File: src/rtl/vector_mem_requester_pkg.sv
// Shared codes for the data-side memory requester: memory-port signal and
// status codes, element data-type codes, and the requester state encoding.
package vector_mem_requester_pkg;

  // Memory-port request codes driven on d_cache_mem_vis_signal.
  localparam logic [1:0] MEM_NOP   = 2'd0;
  localparam logic [1:0] MEM_READ  = 2'd1;
  localparam logic [1:0] MEM_WRITE = 2'd2;

  // Memory-port status codes returned on mem_status.
  localparam logic [1:0] MEM_RESTING       = 2'd0;
  localparam logic [1:0] MEM_DATA_FINISHED = 2'd1;
  localparam logic [1:0] MEM_INST_FINISHED = 2'd2;

  // Element width codes.
  localparam logic [2:0] ONE_BYTE   = 3'd0;
  localparam logic [2:0] TWO_BYTE   = 3'd1;
  localparam logic [2:0] FOUR_BYTE  = 3'd2;
  localparam logic [2:0] EIGHT_BYTE = 3'd3;

  typedef enum logic [1:0] {
    REQ_IDLE  = 2'd0,
    REQ_ISSUE = 2'd1,
    REQ_WAIT  = 2'd2,
    REQ_DONE  = 2'd3
  } req_state_e;

  // Only 1/2/4-byte elements fit a single 32-bit beat.
  function automatic logic dtype_is_legal(input logic [2:0] dt);
    case (dt)
      ONE_BYTE, TWO_BYTE, FOUR_BYTE: return 1'b1;
      default:                       return 1'b0;
    endcase
  endfunction

  // log2 of the element stride in bytes.
  function automatic logic [1:0] dtype_shift(input logic [2:0] dt);
    case (dt)
      ONE_BYTE:  return 2'd0;
      TWO_BYTE:  return 2'd1;
      FOUR_BYTE: return 2'd2;
      default:   return 2'd0;
    endcase
  endfunction

endpackage

File: src/rtl/mem_byte_swizzle.sv
// Byte-order conversion between memory order (lowest address in bits [31:24])
// and little-endian element order, for one 32-bit beat.
module mem_byte_swizzle
  import vector_mem_requester_pkg::*;
#(
  parameter int DATA_LEN = 32
) (
  input  logic [2:0]          data_type_i,
  input  logic [DATA_LEN-1:0] mem_data_i,
  input  logic [DATA_LEN-1:0] elem_i,
  output logic [DATA_LEN-1:0] rd_elem_o,
  output logic [DATA_LEN-1:0] wr_beat_o
);

  logic [7:0] b0_s;
  logic [7:0] b1_s;
  logic [7:0] b2_s;
  logic [7:0] b3_s;

  assign b0_s = mem_data_i[31:24];
  assign b1_s = mem_data_i[23:16];
  assign b2_s = mem_data_i[15:8];
  assign b3_s = mem_data_i[7:0];

  // Extract a zero-extended little-endian element from a memory-order beat.
  always_comb begin
    rd_elem_o = '0;
    case (data_type_i)
      ONE_BYTE:  rd_elem_o = {24'd0, b0_s};
      TWO_BYTE:  rd_elem_o = {16'd0, b1_s, b0_s};
      FOUR_BYTE: rd_elem_o = {b3_s, b2_s, b1_s, b0_s};
      default:   rd_elem_o = '0;
    endcase
  end

  // Byte-reverse the element so its low byte lands at the lowest address;
  // memory only commits the leading data_type bytes of the beat.
  always_comb begin
    wr_beat_o = {elem_i[7:0], elem_i[15:8], elem_i[23:16], elem_i[31:24]};
  end

endmodule

File: src/rtl/vector_mem_requester.sv
// Serialises one scalar/vector LSU load or store into single-element beats on
// the data-cache memory port, honouring the element mask and retrying beats
// that lose arbitration to the instruction side.
module vector_mem_requester
  import vector_mem_requester_pkg::*;
#(
  parameter int ADDR_WIDTH       = 20,
  parameter int DATA_LEN         = 32,
  parameter int VECTOR_SIZE      = 8,
  parameter int ENTRY_INDEX_SIZE = 3
) (
  input  logic                            clk,
  input  logic                            rst_n,
  input  logic                            req_valid,
  output logic                            req_ready,
  input  logic                            req_write,
  input  logic [ADDR_WIDTH-1:0]           req_addr,
  input  logic [ENTRY_INDEX_SIZE:0]       req_length,
  input  logic [2:0]                      req_data_type,
  input  logic [VECTOR_SIZE-1:0]          req_mask,
  input  logic [VECTOR_SIZE*DATA_LEN-1:0] req_wdata,
  output logic                            resp_done,
  output logic                            resp_error,
  output logic [VECTOR_SIZE*DATA_LEN-1:0] resp_rdata,
  output logic [1:0]                      d_cache_mem_vis_signal,
  output logic [ADDR_WIDTH-1:0]           d_cache_mem_vis_addr,
  output logic [ENTRY_INDEX_SIZE:0]       length,
  output logic [DATA_LEN-1:0]             written_data,
  output logic [2:0]                      data_type,
  input  logic [DATA_LEN-1:0]             mem_data,
  input  logic [1:0]                      mem_status
);

  localparam int IW = ENTRY_INDEX_SIZE + 1;
  localparam logic [IW-1:0] IDX_STEP = IW'(1);
  localparam logic [IW-1:0] MAX_LEN  = IW'(VECTOR_SIZE);

  typedef logic [VECTOR_SIZE-1:0][DATA_LEN-1:0] vec_t;

  // FSM and latched request
  req_state_e               state_q, state_d;
  logic [IW-1:0]            idx_q, idx_d;
  logic                     write_q, write_d;
  logic [ADDR_WIDTH-1:0]    base_q, base_d;
  logic [IW-1:0]            len_q, len_d;
  logic [2:0]               dt_q, dt_d;
  logic [VECTOR_SIZE-1:0]   mask_q, mask_d;
  vec_t                     wdata_q, wdata_d;

  // Registered response and memory-port outputs
  vec_t                     rdata_q, rdata_d;
  logic                     done_q, done_d;
  logic                     error_q, error_d;
  logic [1:0]               sig_q, sig_d;
  logic [ADDR_WIDTH-1:0]    vis_addr_q, vis_addr_d;
  logic [DATA_LEN-1:0]      wbeat_q, wbeat_d;
  logic [2:0]               dto_q, dto_d;

  // Datapath helpers
  logic [ENTRY_INDEX_SIZE-1:0] idx_lo_s;
  logic [IW-1:0]               idx_inc_s;
  logic [ADDR_WIDTH-1:0]       beat_addr_s;
  logic                        req_illegal_s;
  logic [DATA_LEN-1:0]         rd_elem_s;
  logic [DATA_LEN-1:0]         pack_s;

  assign idx_lo_s      = idx_q[ENTRY_INDEX_SIZE-1:0];
  assign idx_inc_s     = idx_q + IDX_STEP;
  assign beat_addr_s   = base_q + (ADDR_WIDTH'(idx_q) << dtype_shift(dt_q));
  assign req_illegal_s = !dtype_is_legal(req_data_type) || (req_length > MAX_LEN);

  mem_byte_swizzle #(
    .DATA_LEN (DATA_LEN)
  ) u_swizzle (
    .data_type_i (dt_q),
    .mem_data_i  (mem_data),
    .elem_i      (wdata_q[idx_lo_s]),
    .rd_elem_o   (rd_elem_s),
    .wr_beat_o   (pack_s)
  );

  // Next-state, beat issue and element collection.
  // Reaching the final index jumps straight to DONE so the response pulse
  // appears without an extra ISSUE cycle.
  always_comb begin
    state_d    = state_q;
    idx_d      = idx_q;
    write_d    = write_q;
    base_d     = base_q;
    len_d      = len_q;
    dt_d       = dt_q;
    mask_d     = mask_q;
    wdata_d    = wdata_q;
    rdata_d    = rdata_q;
    error_d    = error_q;
    done_d     = 1'b0;
    sig_d      = MEM_NOP;
    vis_addr_d = vis_addr_q;
    wbeat_d    = wbeat_q;
    dto_d      = dto_q;
    case (state_q)
      REQ_IDLE: begin
        if (req_valid) begin
          write_d = req_write;
          base_d  = req_addr;
          len_d   = req_length;
          dt_d    = req_data_type;
          mask_d  = req_mask;
          wdata_d = req_wdata;
          rdata_d = '0;
          idx_d   = '0;
          error_d = 1'b0;
          if (req_illegal_s) begin
            error_d = 1'b1;
            done_d  = 1'b1;
            state_d = REQ_DONE;
          end else if (req_length == '0) begin
            done_d  = 1'b1;
            state_d = REQ_DONE;
          end else begin
            state_d = REQ_ISSUE;
          end
        end else begin
          state_d = REQ_IDLE;
        end
      end
      REQ_ISSUE: begin
        if (idx_q >= len_q) begin
          done_d  = 1'b1;
          state_d = REQ_DONE;
        end else if (!mask_q[idx_lo_s]) begin
          idx_d = idx_inc_s;
          if (idx_inc_s == len_q) begin
            done_d  = 1'b1;
            state_d = REQ_DONE;
          end else begin
            state_d = REQ_ISSUE;
          end
        end else begin
          sig_d      = write_q ? MEM_WRITE : MEM_READ;
          vis_addr_d = beat_addr_s;
          wbeat_d    = pack_s;
          dto_d      = dt_q;
          state_d    = REQ_WAIT;
        end
      end
      REQ_WAIT: begin
        case (mem_status)
          MEM_DATA_FINISHED: begin
            if (!write_q) begin
              rdata_d[idx_lo_s] = rd_elem_s;
            end else begin
              rdata_d = rdata_q;
            end
            idx_d = idx_inc_s;
            if (idx_inc_s == len_q) begin
              done_d  = 1'b1;
              state_d = REQ_DONE;
            end else begin
              state_d = REQ_ISSUE;
            end
          end
          MEM_INST_FINISHED: state_d = REQ_ISSUE;
          default:           state_d = REQ_WAIT;
        endcase
      end
      REQ_DONE: state_d = REQ_IDLE;
      default:  state_d = REQ_IDLE;
    endcase
  end

  // State, request latch and registered outputs; reset aborts any request.
  always_ff @(posedge clk or negedge rst_n) begin
    if (!rst_n) begin
      state_q    <= REQ_IDLE;
      idx_q      <= '0;
      write_q    <= 1'b0;
      base_q     <= '0;
      len_q      <= '0;
      dt_q       <= ONE_BYTE;
      mask_q     <= '0;
      wdata_q    <= '0;
      rdata_q    <= '0;
      done_q     <= 1'b0;
      error_q    <= 1'b0;
      sig_q      <= MEM_NOP;
      vis_addr_q <= '0;
      wbeat_q    <= '0;
      dto_q      <= 3'd0;
    end else begin
      state_q    <= state_d;
      idx_q      <= idx_d;
      write_q    <= write_d;
      base_q     <= base_d;
      len_q      <= len_d;
      dt_q       <= dt_d;
      mask_q     <= mask_d;
      wdata_q    <= wdata_d;
      rdata_q    <= rdata_d;
      done_q     <= done_d;
      error_q    <= error_d;
      sig_q      <= sig_d;
      vis_addr_q <= vis_addr_d;
      wbeat_q    <= wbeat_d;
      dto_q      <= dto_d;
    end
  end

  assign req_ready              = (state_q == REQ_IDLE);
  assign resp_done              = done_q;
  assign resp_error             = error_q;
  assign resp_rdata             = rdata_q;
  assign d_cache_mem_vis_signal = sig_q;
  assign d_cache_mem_vis_addr   = vis_addr_q;
  assign written_data           = wbeat_q;
  assign data_type              = dto_q;
  assign length                 = IDX_STEP;

endmodule

File: config.mk
export PLATFORM = sky130hd
export DESIGN_NAME = vector_mem_requester
export DESIGN_NICKNAME = d
export VERILOG_FILES = /design/src/rtl/vector_mem_requester_pkg.sv /design/src/rtl/mem_byte_swizzle.sv /design/src/rtl/vector_mem_requester.sv
export SDC_FILE = /design/constraint.sdc
export NUM_CORES = 1
export LEC_CHECK = 0
export CORE_ASPECT_RATIO = 0.8
export CORE_MARGIN = 3
export CORE_UTILIZATION = 27
export DETAILED_ROUTE_END_ITERATION = 10
export GPL_ROUTABILITY_DRIVEN = 0
export GPL_TIMING_DRIVEN = 0
export PLACE_DENSITY = 0.47
export SYNTH_ARGS = -nofsm -noshare
export SYNTH_HDL_FRONTEND = slang
export SYNTH_SLANG_ARGS = --single-unit
File: constraint.sdc
create_clock -name clk -period 9.3 [get_ports clk]
set_input_delay 1.395 -clock clk [delete_from_list [all_inputs] [get_ports clk]]
set_output_delay 1.395 -clock clk [all_outputs]
set_load 0.01 [all_outputs]
# ---- After elaboration in Yosys (flattened, before gate mapping)
# Index checks and enable logic that the tools add are counted.
dict set report op_classes {
  n_addsub 2
  order_cmp 4
  n_eq_ne 15
  shifts 1
  n_mux 40
  bitwise 1
  n_reduce_logical 14
}
# op n
set ops {}
lappend ops {{$mux 256} 3}
lappend ops {{$pmux 256 s2} 1}
lappend ops {{$bwmux 256} 1}
lappend ops {{$bmux 32 s3} 1}
lappend ops {{$demux 32 s3} 1}
lappend ops {{$pmux 32 s3} 1}
lappend ops {{$mux 32} 2}
lappend ops {{$add 20x20->20} 1}
lappend ops {{$mux 2} 10}
lappend ops {{$shl 4x2->20} 1}
lappend ops {{$mux 4} 4}
lappend ops {{$pmux 4 s3} 1}
lappend ops {{$mux 1} 10}
lappend ops {{$ne 2x2->1 const B} 5}
lappend ops {{$pmux 2 s2} 2}
lappend ops {{$pmux 2 s4} 1}
lappend ops {{$eq 2x2->1 const B} 3}
lappend ops {{$eq 3x1->1 const B} 2}
lappend ops {{$eq 3x2->1 const B} 2}
lappend ops {{$logic_not 3->1} 2}
lappend ops {{$reduce_and 5->1} 1}
lappend ops {{$add 4x1->4 const B} 1}
lappend ops {{$eq 2x1->1 const B} 2}
lappend ops {{$eq 4x4->1} 1}
lappend ops {{other kinds (18)} 18}
dict set report word_totals {
  reg_bits 613
  inputBits 329
  out_inout_bits 320
  wordCells 106
}

# ---- Longest topological paths before layout
# Gate-level depths: netlist of run 1.
dict set report depth {
  ltp_word 8
  depth_mapped 13
  mapped_depth_nobuf 11
}

# ---- Modules after synthesis
# A second synthesis of run 1 with hierarchy kept.
dict set report unflattened {
  hier_cells 1899
  area_unflattened_um2 25954.9
}
# module instances cells_per_inst area_per_inst_um2 seq_area_each_um2
set modules_own_cells {}
lappend modules_own_cells {vector_mem_requester 1 1830 25433.1 15339.7}
lappend modules_own_cells {mem_byte_swizzle 1 69 521.8 0.0}

# ---- Worst setup path before layout of run 1
# OpenSTA, ideal clock, no wires.
dict set report synth_path {
  kind {reg2reg}
  startpoint {register idx_q[0]}
  endpoint {register vis_addr_q[15] (netlist: d_cache_mem_vis_addr[15])}
  setup_ns 0.125
  t_arrival_ns 2.886
  required_time_ns 9.175
  slack_ns 6.289
  path_stages_with_launch 14
  n_path_buf 3
  period_less_slack_ns 3.011
  cell_sequence {dfrtp_1 > buf_2 > buf_1 > clkbuf_1 > nand3b_1 > o21a_1 > o22ai_1 > ha_1 > a211oi_1 > o21ai_0 > nand4_1 > nor3_1 > xor2_1 > mux2_4}
}
dict set report synth_via {
  elab_chain_len 3
  elab_cells_between_ends 7
  classes_between {add/sub: 1; order compare: 1; shift: 1; mux: 2; bitwise: 1; reduce/logical: 1}
}
# element line
set synth_rtl {}
lappend synth_rtl {{from (decl)} vector_mem_requester.sv:42} ;# logic [IW-1:0] idx_q, idx_d;
lappend synth_rtl {{from (signal assigned)} vector_mem_requester.sv:192} ;# idx_q <= idx_d;
lappend synth_rtl {{branches (longest 3 deep; another with $add 20x20->20)} --}
lappend synth_rtl {{to (signal assigned)} vector_mem_requester.sv:203} ;# vis_addr_q <= vis_addr_d;
lappend synth_rtl {{to (decl)} vector_mem_requester.sv:55} ;# logic [ADDR_WIDTH-1:0] vis_addr_q, vis_addr_d;
# Parallel ways; which one is timed is not known. The select of a mux whose other input is x is not followed.
# A chain may end at the register's enable or synchronous reset.

# ---- Worst setup path after layout of run 1
# Ends and elaborated chain as after synthesis.

==> summary.md, run 1 <==
| Metric | Value |
|---|---|
| Clk pin slew, worst setup/hold paths | `0.06 ns` |
| Avg Inst Size Synth | `13.2 um2` |
| Post-layout minimum cycle time | `4.50 ns` |
| Cell area after synthesis | `0.0251 mm2` |
| GRT Residual Overflow | `0` |
| DRC | `0` |
| CP max stage cell | `buf_1` |
| Vias in the first global route | `20.3k` |
| Final Util | `0.391` |
| Main combinational cell family by area after synthesis | `compound AO/OA/AOI/OAI gates` |
| Synth-to-layout area growth | `43.0%` |
| Distinct cells, synth | `53` |
| Worst slew pin tran | `1.41 ns` |
| Gr usage total | `0.224` |
| Final Cycle Share | `0.484` |
| Max stage delay on crit path | `0.80 ns` |
| Yosys reg bits | `613` |
| Yosys top cell area share | `0.612` |
| Initial antenna violation count | `58` |
| Die X | `347 um` |
| Htree depth | `3` |
| Final Hold Fails | `0` |
| Post-synth EDFFs | `0` |
| Post-synthesis mux area share | `0.147` |
| Largest net degree at the start of global routing | `127` |
| Worst path bufs/invs | `3` |
| Clock Latency Late Sink | `0.62 ns` |
| Fin. max-slew vios | `0` |
| Commonest cells after routing, fill and taps aside | `clkdlybuf4s50_1, dfrtp_1, mux2_2` |
| CTS sink count | `613` |
| XOR/XNOR share of the synthesized area | `0.00803` |
| Initial Util | `0.274` |
| Fraction of the mapped netlist area in simple logic gates | `0.0431` |
| WP data required | `9.80 ns` |
| Fin area | `0.0359 mm2` |
| Cell chain of the critical path | `buf_2 > buf_1 > clkbuf_1 > nand3b_1 > o21a_1 > o22ai_1 > ha_1 > a211oi_1 > o21ai_0 > nand4_1 > nor3_1 > xor2_1 > mux2_4` |
| # setup viols final | `0` |
| Worst hold path type | `reg -> reg` |
| Syn Inst Count | `1899` |
| Dpl ws | `4.55 ns` |
| Compound-Gate Fraction of Synth Area | `0.151` |
| Placed cell area | `0.0333 mm2` |
| Hold Slack | `0.480 ns` |
| Critical path class | `reg -> reg` |
| Final WS setup | `4.80 ns` |
| Inst Count DP | `3767` |
| Synth top area cells | `dfrtp_1, mux2_2, a22o_1` |
| Commonest non-fill, non-tap cell in the layout | `clkdlybuf4s50_1` |
| Die ar. | `0.0966 mm2` |
| RSZ-0062 raised after global routing | `false` |
| CP endpoint kind | `register` |
| First-pass GRT wire length | `155000 um` |
| Async SR Flop Fraction | `1.00` |
| Drt first pass iters | `5` |
| DP Wirelength | `82400 um` |
| Number of DRC markers in iteration 0 | `1231` |
| Status | `complete, no violations` |
| CP top delay family | `buffers and inverters` |
| Port Buffer Count | `644` |
| Leakage | `15.1 nW` |
| Slew headroom | `0.0586` |
| Max-capacitance violation count | `0` |
| Design Power | `10.9 mW` |
| Fillers | `8812` |
| Area occupied by multi-input gates | `0.00905 mm2` |
| Nets | `2976` |
| VDD IR max | `0.147 mV` |
| Site row count | `99` |
| # resized after CTS | `0` |
| Sum of negative setup slack | `0 ns` |
| Via count | `19.3k` |
| Core footprint | `0.0917 mm2` |
| Setup Buffers After CTS | `0` |
| Layout cell share with drive strength beyond 1 | `0.177` |
| Achievable Freq | `222 MHz` |
| Reg area | `0.0153 mm2` |
| Worst Path Max Fanout | `10` |
| Boundary Pins | `649` |
| CP startpoint kind | `register` |
| CTS buffer count | `72` |
| Fin cells | `3920` |
| WL/cell | `28.2 um` |
| Critical path arrival | `5.01 ns` |
| PD cells | `305 mW/mm2` |
| Synth area leader | `dfrtp_1` |
| Ys Warns | `0` |
| Antenna-violating nets left | `0` |
| Ys flop type | `dfrtp_1` |
| Sequential area share after synthesis | `0.612` |
| Clock Path Buffers | `3` |
| Hold-fix buffer count after cts | `0` |
| CTS tree | `done` |
| Final wirelength | `111000 um` |
| Via/cell ratio | `4.92` |
| Adder-cell area share of the yosys netlist | `0.00928` |
| Root buffer cell | `clkbuf_16` |
| Layout Skew | `0.0158 ns` |
| Die H | `279 um` |
==> tightest hold or removal path, stage by stage (launching register included) <==
cell	delay, ns
dfrtp_1	0.34
nand2_1	0.04
o21ai_0	0.06
==> cell usage after synthesis, types with 27 or more instances <==
master    count
mux2_2      291
nor2_1       30
a22o_1      218
dfrtp_1     613
a31oi_1      28
a21o_1       27
a221oi_1     32
and2_1       28
a22oi_1      48
clkbuf_1    117
o21ai_0     105
nand2_1     120
==> power breakdown <==
part	total [mW]	leakage [nW]	internal, mW	switching, mW
sequential	3.95	7.83	3.47	0.471
clock	3.01	1.23	1.81	1.20
combinational	3.98	6.00	1.72	2.26
total	10.9	15.1	7.00	3.94
==> path summary, 6_finish.rpt <==
kind / startpoint / to / slack (ns) / cells after the start
max: idx_q[0] / d_cache_mem_vis_addr[15] / 4.80 / 13
min: resp_rdata[66] / resp_rdata[66] / 0.48 / 2
max reg2reg: idx_q[0] / d_cache_mem_vis_addr[15] / 4.80 / 13
min reg2reg: resp_rdata[66] / resp_rdata[66] / 0.48 / 2
max in group asynchronous: rst_n / written_data[26] / 6.58 / 5
min in group asynchronous: rst_n / resp_rdata[82] / 0.68 / 1
==> per-layer routing <==
layer	routed length, um	GRT usage	share of wire	vias to the layer above
met5	345	0	0.0031	-
met4	2740	0.0637	0.025	56
met3	9750	0.0813	0.088	193
met2	53000	0.373	0.48	690
met1	44800	0.274	0.41	9865
li1	-	-	-	8484
==> cell families (layout without fill, tap and decap cells) <==
group	count (synthesis)	in the layout
adder cells (fa/ha/maj)	18	18
AO/OA/AOI/OAI	513	513
AND/OR/NAND/NOR	234	234
flip-flops	613	613
multiplexers	325	325
XOR/XNOR	23	23
buffers and inverters	171	953
other	2	29
==> state kept, by name, summed over array words and instances (netlist names), 3 cells and up <==
register / flops
data_type: 3
resp_rdata: 256
written_data: 32
idx_q: 4
wdata_q: 256
dt_q: 3
base_q: 20
len_q: 4
mask_q: 8
d_cache_mem_vis_addr: 20
==> layout make-up <==
| type | instances | share of cell area |
|---|---|---|
| flip-flops and latches | 613 | 0.428 |
| multi-input cells | 1118 | 0.252 |
| repair buffers | 653 | 0.185 |
| clock buffers | 101 | 0.0583 |
| well taps | 1212 | 0.0423 |
| plain buffers | 153 | 0.0185 |
| clock inverters | 28 | 0.0118 |
| inverters | 18 | 0.00188 |
| diodes | 24 | 0.00167 |
Power figures use the tool's default switching activity.
==> inputs of run 2 (changes only) <==
Settings changed: PLACE_DENSITY 0.47 to 0.49.
Clock period 9.3 ns to 3.9 ns, I/O delays scaled along.
==> run 2 against run 1 <==
Net effect: the flow now finishes with violations (capacitance limit, slew limit); final cell count is essentially flat; sequential power increased by 140%; largest cell class unchanged; die area stayed put.
==> summary.md, run 2 (same netlist as run 1, synthesis figures left out) <==
| Metric | Value |
|---|---|
| Status | `finished with violations (was complete, no violations)` |
| Failing checks | `capacitance limit, slew limit` |
| # setup viols final | `0 (unchanged)` |
| Worst path bufs/invs | `3 (unchanged)` |
| Worst slew pin tran | `1.50 ns (was 1.41 ns)` |
| Fin. max-slew vios | `10 (was 0)` |
| Clock Latency Late Sink | `0.63 ns (was 0.62 ns)` |
| GRT Residual Overflow | `0 (unchanged)` |
| DP Wirelength | `82200 um (was 82400 um)` |
| Final WS setup | `0.0668 ns (was 4.80 ns)` |
| Synth-to-layout area growth | `42.8% (was 43.0%)` |
| First-pass GRT wire length | `155000 um (about the same)` |
| Layout cell share with drive strength beyond 1 | `0.181 (was 0.177)` |
| Root buffer cell | `clkbuf_16 (unchanged)` |
| CTS tree | `done (unchanged)` |
| Hold-fix buffer count after cts | `0 (unchanged)` |
| RSZ-0062 raised after global routing | `true (was false)` |
| CP top delay family | `buffers and inverters (unchanged)` |
| Initial Util | `0.274 (unchanged)` |
| Antenna-violating nets left | `0 (unchanged)` |
| Design Power | `25.9 mW (was 10.9 mW)` |
| Dpl ws | `-0.390 ns (was 4.55 ns)` |
| Worst hold path type | `in -> async (was reg -> reg)` |
| Die ar. | `0.0966 mm2 (unchanged)` |
| Commonest cells after routing, fill and taps aside | `clkdlybuf4s50_1, dfrtp_1, mux2_2 (unchanged)` |
| Slew headroom | `-0.000534 (was 0.0586)` |
| Htree depth | `3 (unchanged)` |
| WL/cell | `28.0 um (was 28.2 um)` |
| Clk pin slew, worst setup/hold paths | `0.06 ns (about the same)` |
| Final Cycle Share | `0.983 (was 0.484)` |
| CTS buffer count | `72 (unchanged)` |
| Via count | `19.6k (was 19.3k)` |
| Leakage | `15.1 nW (about the same)` |
| Number of DRC markers in iteration 0 | `1241 (was 1231)` |
| Hold Slack | `0.0161 ns (was 0.480 ns)` |
| Critical path arrival | `4.39 ns (was 5.01 ns)` |
| Gr usage total | `0.223 (was 0.224)` |
| Die X | `347 um (unchanged)` |
| Final wirelength | `110000 um (was 111000 um)` |
| WP data required | `4.46 ns (was 9.80 ns)` |
| Achievable Freq | `261 MHz (was 222 MHz)` |
| Site row count | `99 (unchanged)` |
| Final Hold Fails | `0 (unchanged)` |
| Port Buffer Count | `644 (unchanged)` |
| Cell chain of the critical path | `buf_2 > clkinv_1 > nor3_4 > clkbuf_1 > a221oi_1 > a31oi_1 > a21o_1 (was buf_2 > buf_1 > clkbuf_1 > nand3b_1 > o21a_1 > o22ai_1 > ha_1 > a211oi_1 > o21ai_0 > nand4_1 > nor3_1 > xor2_1 > mux2_4)` |
| Final Util | `0.391 (about the same)` |
| Fillers | `8716 (was 8812)` |
| PD cells | `724 mW/mm2 (was 305 mW/mm2)` |
| CP endpoint kind | `register (unchanged)` |
| CTS sink count | `613 (unchanged)` |
| DRC | `0 (unchanged)` |
| Commonest non-fill, non-tap cell in the layout | `clkdlybuf4s50_1 (unchanged)` |
| Layout Skew | `0.0214 ns (was 0.0158 ns)` |
| Vias in the first global route | `20.5k (was 20.3k)` |
| Nets | `2976 (unchanged)` |
| Clock Path Buffers | `3 (unchanged)` |
| Die H | `279 um (unchanged)` |
| CP max stage cell | `nor3_4 (was buf_1)` |
| Core footprint | `0.0917 mm2 (unchanged)` |
| Drt first pass iters | `5 (unchanged)` |
| CP startpoint kind | `register (unchanged)` |
| Boundary Pins | `649 (unchanged)` |
| Critical path class | `reg -> reg (unchanged)` |
| Reg-to-reg slack, setup | `0.07 ns (was 4.80 ns)` |
| Max-capacitance violation count | `1 (was 0)` |
| Largest net degree at the start of global routing | `123 (was 127)` |
| Via/cell ratio | `5.00 (was 4.92)` |
| VDD IR max | `0.343 mV (was 0.147 mV)` |
| Post-layout minimum cycle time | `3.83 ns (was 4.50 ns)` |
| Worst Path Max Fanout | `10 (unchanged)` |
| Initial antenna violation count | `48 (was 58)` |
| Max stage delay on crit path | `0.96 ns (was 0.80 ns)` |
[run 2: through the flow]
step | setup TNS (ns) | cell area [um2] | std cells
floorplan | 0 | 25100 | 1902
global placement | - | 33100 | 3758
detailed placement | -8.73 | 33300 | 3766
CTS | 0 | 35700 | 3895
global route | -0.0198 | 35800 | 3904
finish | 0 | 35800 | 3919
[run 2: cell type report]
type                       count  area (um2)  area share
buffer                       152         688      0.0192
sequential                   613       15300       0.428
antenna                       22        55.1     0.00154
clock inverter                27         324     0.00905
inverter                      18        67.6     0.00189
multi-input combinational   1118        9070       0.253
clock buffer                 103        2110      0.0589
tap                         1212        1520      0.0423
timing repair buffer         654        6640       0.185
[run 2: repair_timing]
action | in CTS | in global routing
buffers inserted | 0 | 2
gates resized for setup | 12 | 6
pin swaps | 0 | 1
endpoints found under the setup margin | 63 | 18
[run 2: per-layer routing]
| metal | GRT usage | part of all wire |
|---|---|---|
| met5 | 0 | 0.0025 |
| met1 | 0.282 | 0.42 |
| met4 | 0.0604 | 0.024 |
| met3 | 0.0727 | 0.081 |
| met2 | 0.367 | 0.48 |
[run 2: worst paths after layout]
kind / start / cells after the start / end
setup / recovery: idx_q[0] / 7 / written_data[30]
hold / removal: rst_n / 1 / resp_rdata[172]
setup reg to reg: idx_q[0] / 7 / written_data[30]
hold reg to reg: resp_rdata[5] / 2 / resp_rdata[5]
max in group asynchronous: rst_n / 4 / wdata_q[54]
min in group clk: resp_rdata[5] / 2 / resp_rdata[5]
[run 2: power by group]
part | switching [mW] | total (mW) | internal (mW)
clock | 2.84 | 6.95 | 4.12
combinational | 5.43 | 9.54 | 4.11
sequential | 1.14 | 9.43 | 8.29
total | 9.40 | 25.9 | 16.5
